File: src/rtl/video_port_ctl.sv
// video_port_ctl: CPU I/O-port front end for the video scanout block.
// Owns the video mode bit and the hardware cursor, and sequences VGA-style
// DAC palette accesses (3C7/3C8/3C9). 6-bit RGB components go in and out on
// the CPU side, and the palette RAM holds 4 bits per channel.
module video_port_ctl #(
    parameter logic [11:0] CURSOR_INIT = 12'd0,
    parameter logic        MODE_INIT   = 1'b0
) (
    input  logic        clock,
    input  logic        reset_n,
    input  logic [15:0] port_a,
    input  logic [7:0]  port_i,
    input  logic        port_w,
    input  logic        port_r,
    output logic [7:0]  port_o,
    output logic        port_ack,
    output logic        videomode,
    output logic [11:0] cursor,
    output logic [7:0]  dac_wa,
    output logic [11:0] dac_wd,
    output logic        dac_we,
    output logic [7:0]  dac_ra,
    input  logic [11:0] dac_rq
);

    typedef enum logic [1:0] {IDLE, FETCH, LATCH, ACK} state_t;

    // Read result captured at sampling time and presented when the ack arrives.
    // A 3C9 read that crosses a triple boundary must return the B value from
    // the old latch, even though the prefetch overwrites the latch first.
    typedef struct packed {
        logic       rd;
        logic [7:0] val;
    } pend_t;

    state_t      state, state_nx;
    pend_t       pend;

    logic [7:0]  widx, ridx, dac_state, crtc_idx;
    logic [1:0]  wsub, rsub;
    logic [7:0]  wr_rg;      // R and G nibbles of the triple being written
    logic [11:0] rd_latch;   // palette entry being read out

    logic        sel_3c7, sel_3c8, sel_3c9, sel_3d4, sel_3d5, sel_3d8, claimed;
    logic        do_wr, do_rd, start, prefetch;
    logic [3:0]  rd_nib;
    logic [7:0]  rd_val, ridx_nx;

    // Port decode. When both requests are high, the write takes priority.
    assign sel_3c7  = (port_a == 16'h03C7);
    assign sel_3c8  = (port_a == 16'h03C8);
    assign sel_3c9  = (port_a == 16'h03C9);
    assign sel_3d4  = (port_a == 16'h03D4);
    assign sel_3d5  = (port_a == 16'h03D5);
    assign sel_3d8  = (port_a == 16'h03D8);
    assign claimed  = sel_3c7 | sel_3c8 | sel_3c9 | sel_3d4 | sel_3d5 | sel_3d8;
    assign do_wr    = port_w;
    assign do_rd    = port_r & ~port_w;
    assign start    = (state == IDLE) & claimed & (port_w | port_r);
    assign prefetch = start & ((do_wr & sel_3c7) | (do_rd & sel_3c9 & (rsub == 2'd2)));
    assign ridx_nx  = sel_3c7 ? port_i : ridx + 8'd1;

    // Read-data mux. A palette nibble is widened to 6 bits by replicating its MSBs.
    always_comb begin
        rd_val = 8'h00;
        case (rsub)
            2'd0:    rd_nib = rd_latch[11:8];
            2'd1:    rd_nib = rd_latch[7:4];
            default: rd_nib = rd_latch[3:0];
        endcase
        if (sel_3c8)      rd_val = widx;
        else if (sel_3c7) rd_val = dac_state;
        else if (sel_3c9) rd_val = {2'b00, rd_nib, rd_nib[3:2]};
        else if (sel_3d4) rd_val = crtc_idx;
        else if (sel_3d5) begin
            if (crtc_idx == 8'h0E)      rd_val = {4'h0, cursor[11:8]};
            else if (crtc_idx == 8'h0F) rd_val = cursor[7:0];
        end
        else if (sel_3d8) rd_val = {7'b0, videomode};
    end

    // State register.
    always_ff @(posedge clock) begin
        if (!reset_n) state <= IDLE;
        else          state <= state_nx;
    end

    // Next state. Plain accesses ack directly, and palette prefetches detour through the RAM.
    always_comb begin
        state_nx = state;
        case (state)
            IDLE:    if (start) state_nx = prefetch ? FETCH : ACK;
            FETCH:   state_nx = LATCH;
            LATCH:   state_nx = ACK;
            ACK:     state_nx = IDLE;
            default: state_nx = IDLE;
        endcase
    end

    // Register file, palette sequencing and registered handshake outputs.
    always_ff @(posedge clock) begin
        if (!reset_n) begin
            port_o    <= 8'h00;
            port_ack  <= 1'b0;
            videomode <= MODE_INIT;
            cursor    <= CURSOR_INIT;
            dac_wa    <= 8'h00;
            dac_wd    <= 12'h000;
            dac_we    <= 1'b0;
            dac_ra    <= 8'h00;
            widx      <= 8'h00;
            ridx      <= 8'h00;
            wsub      <= 2'd0;
            rsub      <= 2'd0;
            dac_state <= 8'h00;
            crtc_idx  <= 8'h00;
            wr_rg     <= 8'h00;
            rd_latch  <= 12'h000;
            pend      <= '0;
        end else begin
            port_ack <= 1'b0;
            dac_we   <= 1'b0;
            case (state)
                IDLE: if (start) begin
                    pend.rd  <= do_rd;
                    pend.val <= rd_val;
                    if (prefetch) begin
                        dac_ra <= ridx_nx;
                    end else begin
                        port_ack <= 1'b1;
                        if (do_rd) port_o <= rd_val;
                    end
                    if (do_wr) begin
                        if (sel_3c8) begin
                            widx      <= port_i;
                            wsub      <= 2'd0;
                            dac_state <= 8'h00;
                        end
                        if (sel_3c7) begin
                            ridx      <= port_i;
                            rsub      <= 2'd0;
                            dac_state <= 8'h03;
                        end
                        if (sel_3c9) begin
                            case (wsub)
                                2'd0: begin
                                    wr_rg[7:4] <= port_i[5:2];
                                    wsub       <= 2'd1;
                                end
                                2'd1: begin
                                    wr_rg[3:0] <= port_i[5:2];
                                    wsub       <= 2'd2;
                                end
                                default: begin
                                    dac_we <= 1'b1;
                                    dac_wa <= widx;
                                    dac_wd <= {wr_rg, port_i[5:2]};
                                    widx   <= widx + 8'd1;
                                    wsub   <= 2'd0;
                                end
                            endcase
                        end
                        if (sel_3d4) crtc_idx <= port_i;
                        if (sel_3d5) begin
                            if (crtc_idx == 8'h0E)      cursor[11:8] <= port_i[3:0];
                            else if (crtc_idx == 8'h0F) cursor[7:0]  <= port_i;
                        end
                        if (sel_3d8) videomode <= port_i[0];
                    end else if (sel_3c9) begin
                        if (rsub == 2'd2) begin
                            ridx <= ridx + 8'd1;
                            rsub <= 2'd0;
                        end else begin
                            rsub <= rsub + 2'd1;
                        end
                    end
                end
                // RAM data for dac_ra shows up this cycle, so capture it and ack.
                LATCH: begin
                    rd_latch <= dac_rq;
                    port_ack <= 1'b1;
                    if (pend.rd) port_o <= pend.val;
                end
                default: ;
            endcase
        end
    end

endmodule

File: config.mk
export PLATFORM = sky130hd
export DESIGN_NAME = video_port_ctl
export DESIGN_NICKNAME = d
export VERILOG_FILES = /design/src/rtl/video_port_ctl.sv
export SDC_FILE = /design/constraint.sdc
export NUM_CORES = 1
export LEC_CHECK = 0
export ABC_AREA = 0
export CORE_MARGIN = 2
export CORE_UTILIZATION = 57
export DETAILED_ROUTE_END_ITERATION = 10
export GPL_TIMING_DRIVEN = 0
export PLACE_DENSITY = 0.92
export SKIP_LAST_GASP = 1
export SYNTH_ARGS = -nofsm -noshare
export SYNTH_HDL_FRONTEND = slang
export SYNTH_SLANG_ARGS = --single-unit
File: constraint.sdc
create_clock -name clock -period 6.7 [get_ports clock]
set_input_delay 1.675 -clock clock [delete_from_list [all_inputs] [get_ports clock]]
set_output_delay 1.675 -clock clock [all_outputs]
set_load 0.005 [all_outputs]
Yosys cells after proc, flatten, opt, wreduce, memory -nomap -nowiden
Index checks and enable logic that the tools add are counted.
W data, S select, Z words.
Storage, ports and cells
  output and inout bits: 51
  bits in registers: 118
Cells by class
  add/sub/neg operators: 3
  mux-type cells: 38
  equal/unequal tests: 19
  bitwise operators: 17
  reductions and logical operators: 25
Operator list (number)
  $mux W8: 21
  $eq A16 B10 Y1 const B: 6
  $reduce_and A5 Y1: 7
  $reduce_and A4 Y1: 5
  $add A8 B1 Y8 const B: 2
  $eq A8 B4 Y1 const B: 2
  $mux W2: 8
  $pmux W8 S2: 1
  $reduce_bool A2 Y1: 5
  $ne A2 B2 Y1 const B: 4
  $pmux W2 S4: 1
  $pmux W4 S2: 1
  $and A1 B1 Y1: 7
  $or A1 B1 Y1: 7
  $eq A2 B1 Y1 const B: 3
  $eq A2 B2 Y1 const B: 3
  $logic_not A2 Y1: 3
  $reduce_and A3 Y1: 2
  $reduce_and A6 Y1: 1
  $mux W1: 4
  $pmux W2 S2: 1
  $not A1 Y1: 3
  $add A2 B1 Y2 const B: 1
  $ne A2 B1 Y1 const B: 1
  other kinds (3): 3

Logic depth before layout (Yosys ltp)
  depth after elaboration: 12
  mapped depth: 9

Worst setup path after synthesis
Ideal clock, no wire load.
  path type: in2reg
  from: in port_a[13]
  to: reg dac_wa[2]
  slack: 2.930 ns
  path buffers: 2
  arrival time: 3.704 ns
  library setup time: 0.066 ns
  stages on the path: 8
  cell sequence: or4_1 -> buf_2 -> or4_4 -> or2_4 -> nor4_4 -> buf_6 -> nand2_1 -> a21boi_2
Between the ends
  word-level cells in the longest chain between the ends: 9
  elaborated cells between the ends (all ways): 14
  classes of those cells: eq/ne (6); bitwise (7); reduce/logical (1)
RTL lines
  start: declaration: line 11  | input logic [15:0] port_a,
  $eq A16 B10 Y1 (on tied branches): line 50, 51
  $or A1 B1 Y1 (5 in series): line 56  | assign claimed = sel_3c7 | sel_3c8 | sel_3c9 | sel_3d4 | sel_3d5 | sel_3d8;
  $and A1 B1 Y1 (2 in series): line 59  | assign start = (state == IDLE) & claimed & (port_w | port_r);
  $reduce_and A5 Y1 (no source line) *
  end signal: assignment: line 156  | dac_wa <= widx;
  end: declaration: line 19  | output logic [7:0] dac_wa,
Mark *: on every way between the ends. The rest lies on a longest branch, timed or not.
A chain may end at the register's enable or synchronous reset.

Worst setup path after layout
  from: in port_a[13]
  to: reg port_o[7]
Between the ends
  word-level cells in the longest chain between the ends: 11
  elaborated cells between the ends (all ways): 30
  classes of those cells: eq/ne (8); mux (9); bitwise (12); reduce/logical (1)
RTL lines
  $eq A16 B10 Y1 (on tied branches): line 50, 51
  $or A1 B1 Y1 (5 in series): line 56
  $and A1 B1 Y1 (2 in series): line 59
  $and A1 B1 Y1: line 60  | assign prefetch = start & ((do_wr & sel_3c7) | (do_rd & sel_3c9 & (rsub == 2'd2)));
  $ne A2 B2 Y1 (no source line)
  $reduce_and A5 Y1 (no source line)
  end signal: assignment: line 131  | if (do_rd) port_o <= rd_val;
  end signal: assignment: line 182  | if (pend.rd) port_o <= pend.val;
  end: declaration: line 15  | output logic [7:0] port_o,
Several ways; a longest one is shown, not always the timed one. The select of a mux whose other input is x is not followed.

==> run_results.csv <==
group,metric,value,unit
run_status,outcome,"finished, final reports clean",
worst_setup_path,critPathKind,"primary input to register",
sta,final-setup-viol-count,0,
clock_network,cts.path.max_buffers,2,
layout,fill_cells,741,
power_and_ir_drop,powerDensity,166,nW/um^2
worst_setup_path,cp_cell_sequence,"clkdlybuf4s50_1 -> nor4_4 -> nand2_1 -> o32a_1 -> o31ai_2 -> and3_1 -> clkbuf_1 -> a22o_1",
place,dpl_cell_area,6540,sq um
synth,synth_edf_count,0,
global_route,antenna_found_initial,0,
routing,drt-pass1-iter-count,5,
worst_setup_path,crit_required,7.02,ns
routing,wirelength,16.3,mm
clock_network,cts_htree_levels,3,
layout,nNetsFinal,740,
power_and_ir_drop,p_sw,0.000278,W
die,placementRows,35,
place,hpwlAfterDp,12.2,mm
place,place_ws,1.95,ns
clock_network,insertion_delay,0.38,ns
layout,seq_area,2220,sq um
die,io_pins,91,
power_and_ir_drop,power.share.clock,34.4,%
layout,layout-drive-gt1-share,8.84,%
clock_network,cts_tree,"yes",
min_path,min_path_type,"register to register",
die,core,9330,sq um
power_and_ir_drop,ir_drop,0.132,mV
worst_setup_path,crit_fanout,9,
die,die_area,10500,sq um
synth,ys.flop_type,"dfxtp_1",
synth,syn_area,5520,sq um
clock_network,cts-buffers-inserted,9,
routing,drc,0,
sta,rsz0062_at_grt,"no",
synth,syn_avg_cell_area,9.21,sq um
sta,worst_slack,2.25,ns
job,cap_viol_max_count,0,
sta,period_share,66.4,%
synth,synth-seq-cells,111,
worst_setup_path,start_kind,"primary input",
clock_network,numClockSinks,111,
power_and_ir_drop,pwr-share-seq,59.2,%
global_route,first_global_vias,5080,
worst_setup_path,cp.arrival,4.77,ns
power_and_ir_drop,cellLeakagePower,2.37,nW
clock_network,holdBufCountCts,0,
layout,multi_input_area,3110,sq um
synth,synth.yosys.seq_area_share,40.3,%
layout,post-route-cell-area,6720,sq um
sta,hold_viol,0,
synth,synth_area_leaders,"dfxtp_1 40%, mux2i_1 10%, nand2_1 5.9%, nor2b_1 5.9%, a21boi_2 4.1%",
clock_network,clkTransAtPathRegs,0.11,ns
die,die_x,102,microns
layout,syn_to_final_growth,21.8,%
sta,fmaxAchievable,0.225,GHz
die,die_height,102,microns
synth,async_flop_share,0,%
power_and_ir_drop,switching_share,25.0,%
clock_network,cts_setup_buffers,0,
place,routabilityCongestion,0.923,
sta,worstMarginPinSlew,1.01,ns
power_and_ir_drop,p_comb_share,6.4,%
synth,yosysTopAreaCellShare,40.3,%
worst_setup_path,crit_slowest_cell,"o32a_1",
routing,vias,5039,
clock_network,cts_root_buf,"clkbuf_8",
layout,final_util,72.0,%
synth,ys_warn_count,0,
sta,setup_tns,0,ns
routing,drt_iter0_markers,362,
global_route,grt_overflow,0,
global_route,grt_usage,31.7,%
layout,antennaDiodeCount,0,
global_route,grt_pass1_wl,25.5,mm
place,port_buffers,86,
sta,layout_min_cycle_time,4.45,ns
worst_setup_path,endpoint_kind,"register",
routing,wl_per_cell,19.6,microns
sta,relSlewSlack,31.9,%
synth,synth_nets,643,
global_route,grt_max_degree,20,
sta,slew_viol_final,0,
synth,synth_cell_type_count,63,
routing,vias_per_cell,6.07,
power_and_ir_drop,power.internal,0.000835,W
sta,fin_worst_skew,0.0125,ns
die,start_util,59.1,%
synth,yosysTopAreaCell,"dfxtp_1",
routing,postRouteAntennaNets,0,
clock_network,postCtsResizedCells,0,
synth,syn_inst,599,
worst_setup_path,slowest_delay,0.58,ns
## cell type report
| class | count | area share (%) |
|---|---|---|
| multi-input combinational | 444 | 46.3 |
| sequential | 111 | 33.1 |
| timing repair buffer | 86 | 12.8 |
| tap | 129 | 2.40 |
| buffer | 36 | 2.33 |
| clock buffer | 10 | 1.90 |
| clock inverter | 6 | 0.745 |
| inverter | 8 | 0.447 |
## cell usage in the layout, fill, tap and decap left out, drive strengths merged, types with 4 or more instances in the layout
cell type,instances
mux2i,56
a21oi,11
buf,8
mux2,7
nand2,87
nor4,9
nand3,15
o21ai,22
inv,12
and2,5
nor3,9
dfxtp,111
and3,5
nor2b,52
a31oi,7
xor2,6
clkdlybuf4s50,86
ha,4
nand4b,4
nand4,11
o211ai,7
clkbuf,38
nor2,16
or4,4
a22oi,5
a22o,7
o21a,5
a21boi,38
## logic make-up after synthesis
family                   share of synthesized area, %
adder cells (fa/ha/maj)                         0.907
XOR/XNOR                                         1.11
AND/OR/NAND/NOR                                  24.7
AO/OA/AOI/OAI                                    18.1
multiplexers                                     11.6
buffers and inverters                            3.38
flip-flops                                       40.3
## final timing paths
kind	from	end	slack (ns)	cells after the start
worst max register to register	state[0]$_SDFFE_PN0P_	port_o[7]$_SDFFE_PN0P_	4.22	8
worst min-delay path	dac_ra[4]$_SDFFE_PN0P_	dac_ra[4]$_SDFFE_PN0P_	0.46	2
worst max-delay path	port_a[13]	port_o[7]$_SDFFE_PN0P_	2.25	8
worst min register to register	dac_ra[4]$_SDFFE_PN0P_	dac_ra[4]$_SDFFE_PN0P_	0.46	2
## per-layer routing
layer  up-vias  global-route usage, %  part of all wire (%)
met2       235                   53.9                    48
met3        38                   5.88                   7.4
met1      2412                   39.9                    41
met4         0                   12.4                   3.0
li1       2354                      -                     -
met5         -                      0                     0
## through the flow
| step | instances | hold slack [ns] | power [W] |
|---|---|---|---|
| global route | 830 | 0.479 | 0.00115 |
| CTS | 830 | 0.467 | 0.00111 |
| floorplan | 599 | 0.447 | 0.000704 |
| global placement | 814 | 0.439 | 0.000743 |
| detailed placement | 814 | 0.450 | 0.000744 |
| finish | 830 | 0.460 | 0.00111 |
## cell usage after synthesis (all sizes together), types with 3 or more instances
cell type	number
a32oi	3
o32a	3
o21ai	22
a21boi	38
mux2i	56
and2	5
a22oi	5
a22o	7
nand4b	4
nand4	11
nand2	87
or4	4
nand2b	3
nor2b	52
and3	5
a31oi	7
clkbuf	28
dfxtp	111
nand3	15
nor2	16
inv	8
buf	8
nor3	9
nand4bb	3
a21oi	11
and4	3
nor3b	3
o211ai	7
mux2	7
o211a	3
o21a	5
xor2	6
nor4	9
ha	4
## sequential cells by signal, indices dropped and copies added (netlist names)
name,cells
ridx,8
videomode,1
cursor,12
crtc_idx,8
port_o,8
dac_wa,8
dac_ra,8
widx,8
wsub,2
rsub,2
dac_state,1
pend,9
dac_wd,12
rd_latch,12
wr_rg,8
port_ack,1
dac_we,1
state,2
## worst max-delay path: cells and delay by family
kind | cells | cell delay, ns
AO/OA/AOI/OAI | 3 | 1.26
AND/OR/NAND/NOR | 3 | 1.09
buffers and inverters | 2 | 0.73
## power groups by stage
stage	sequential, W	combinational (W)	clock (W)
4_1_cts	0.000659	0.0000698	0.000383
6_report	0.000659	0.0000717	0.000383
3_5_place_dp	0.000675	0.0000696	0
2_1_floorplan	0.000675	0.0000291	0
5_1_grt	0.000660	0.0000743	0.000414
3_3_place_gp	0.000675	0.0000680	0
Power figures use the tool's default switching activity.
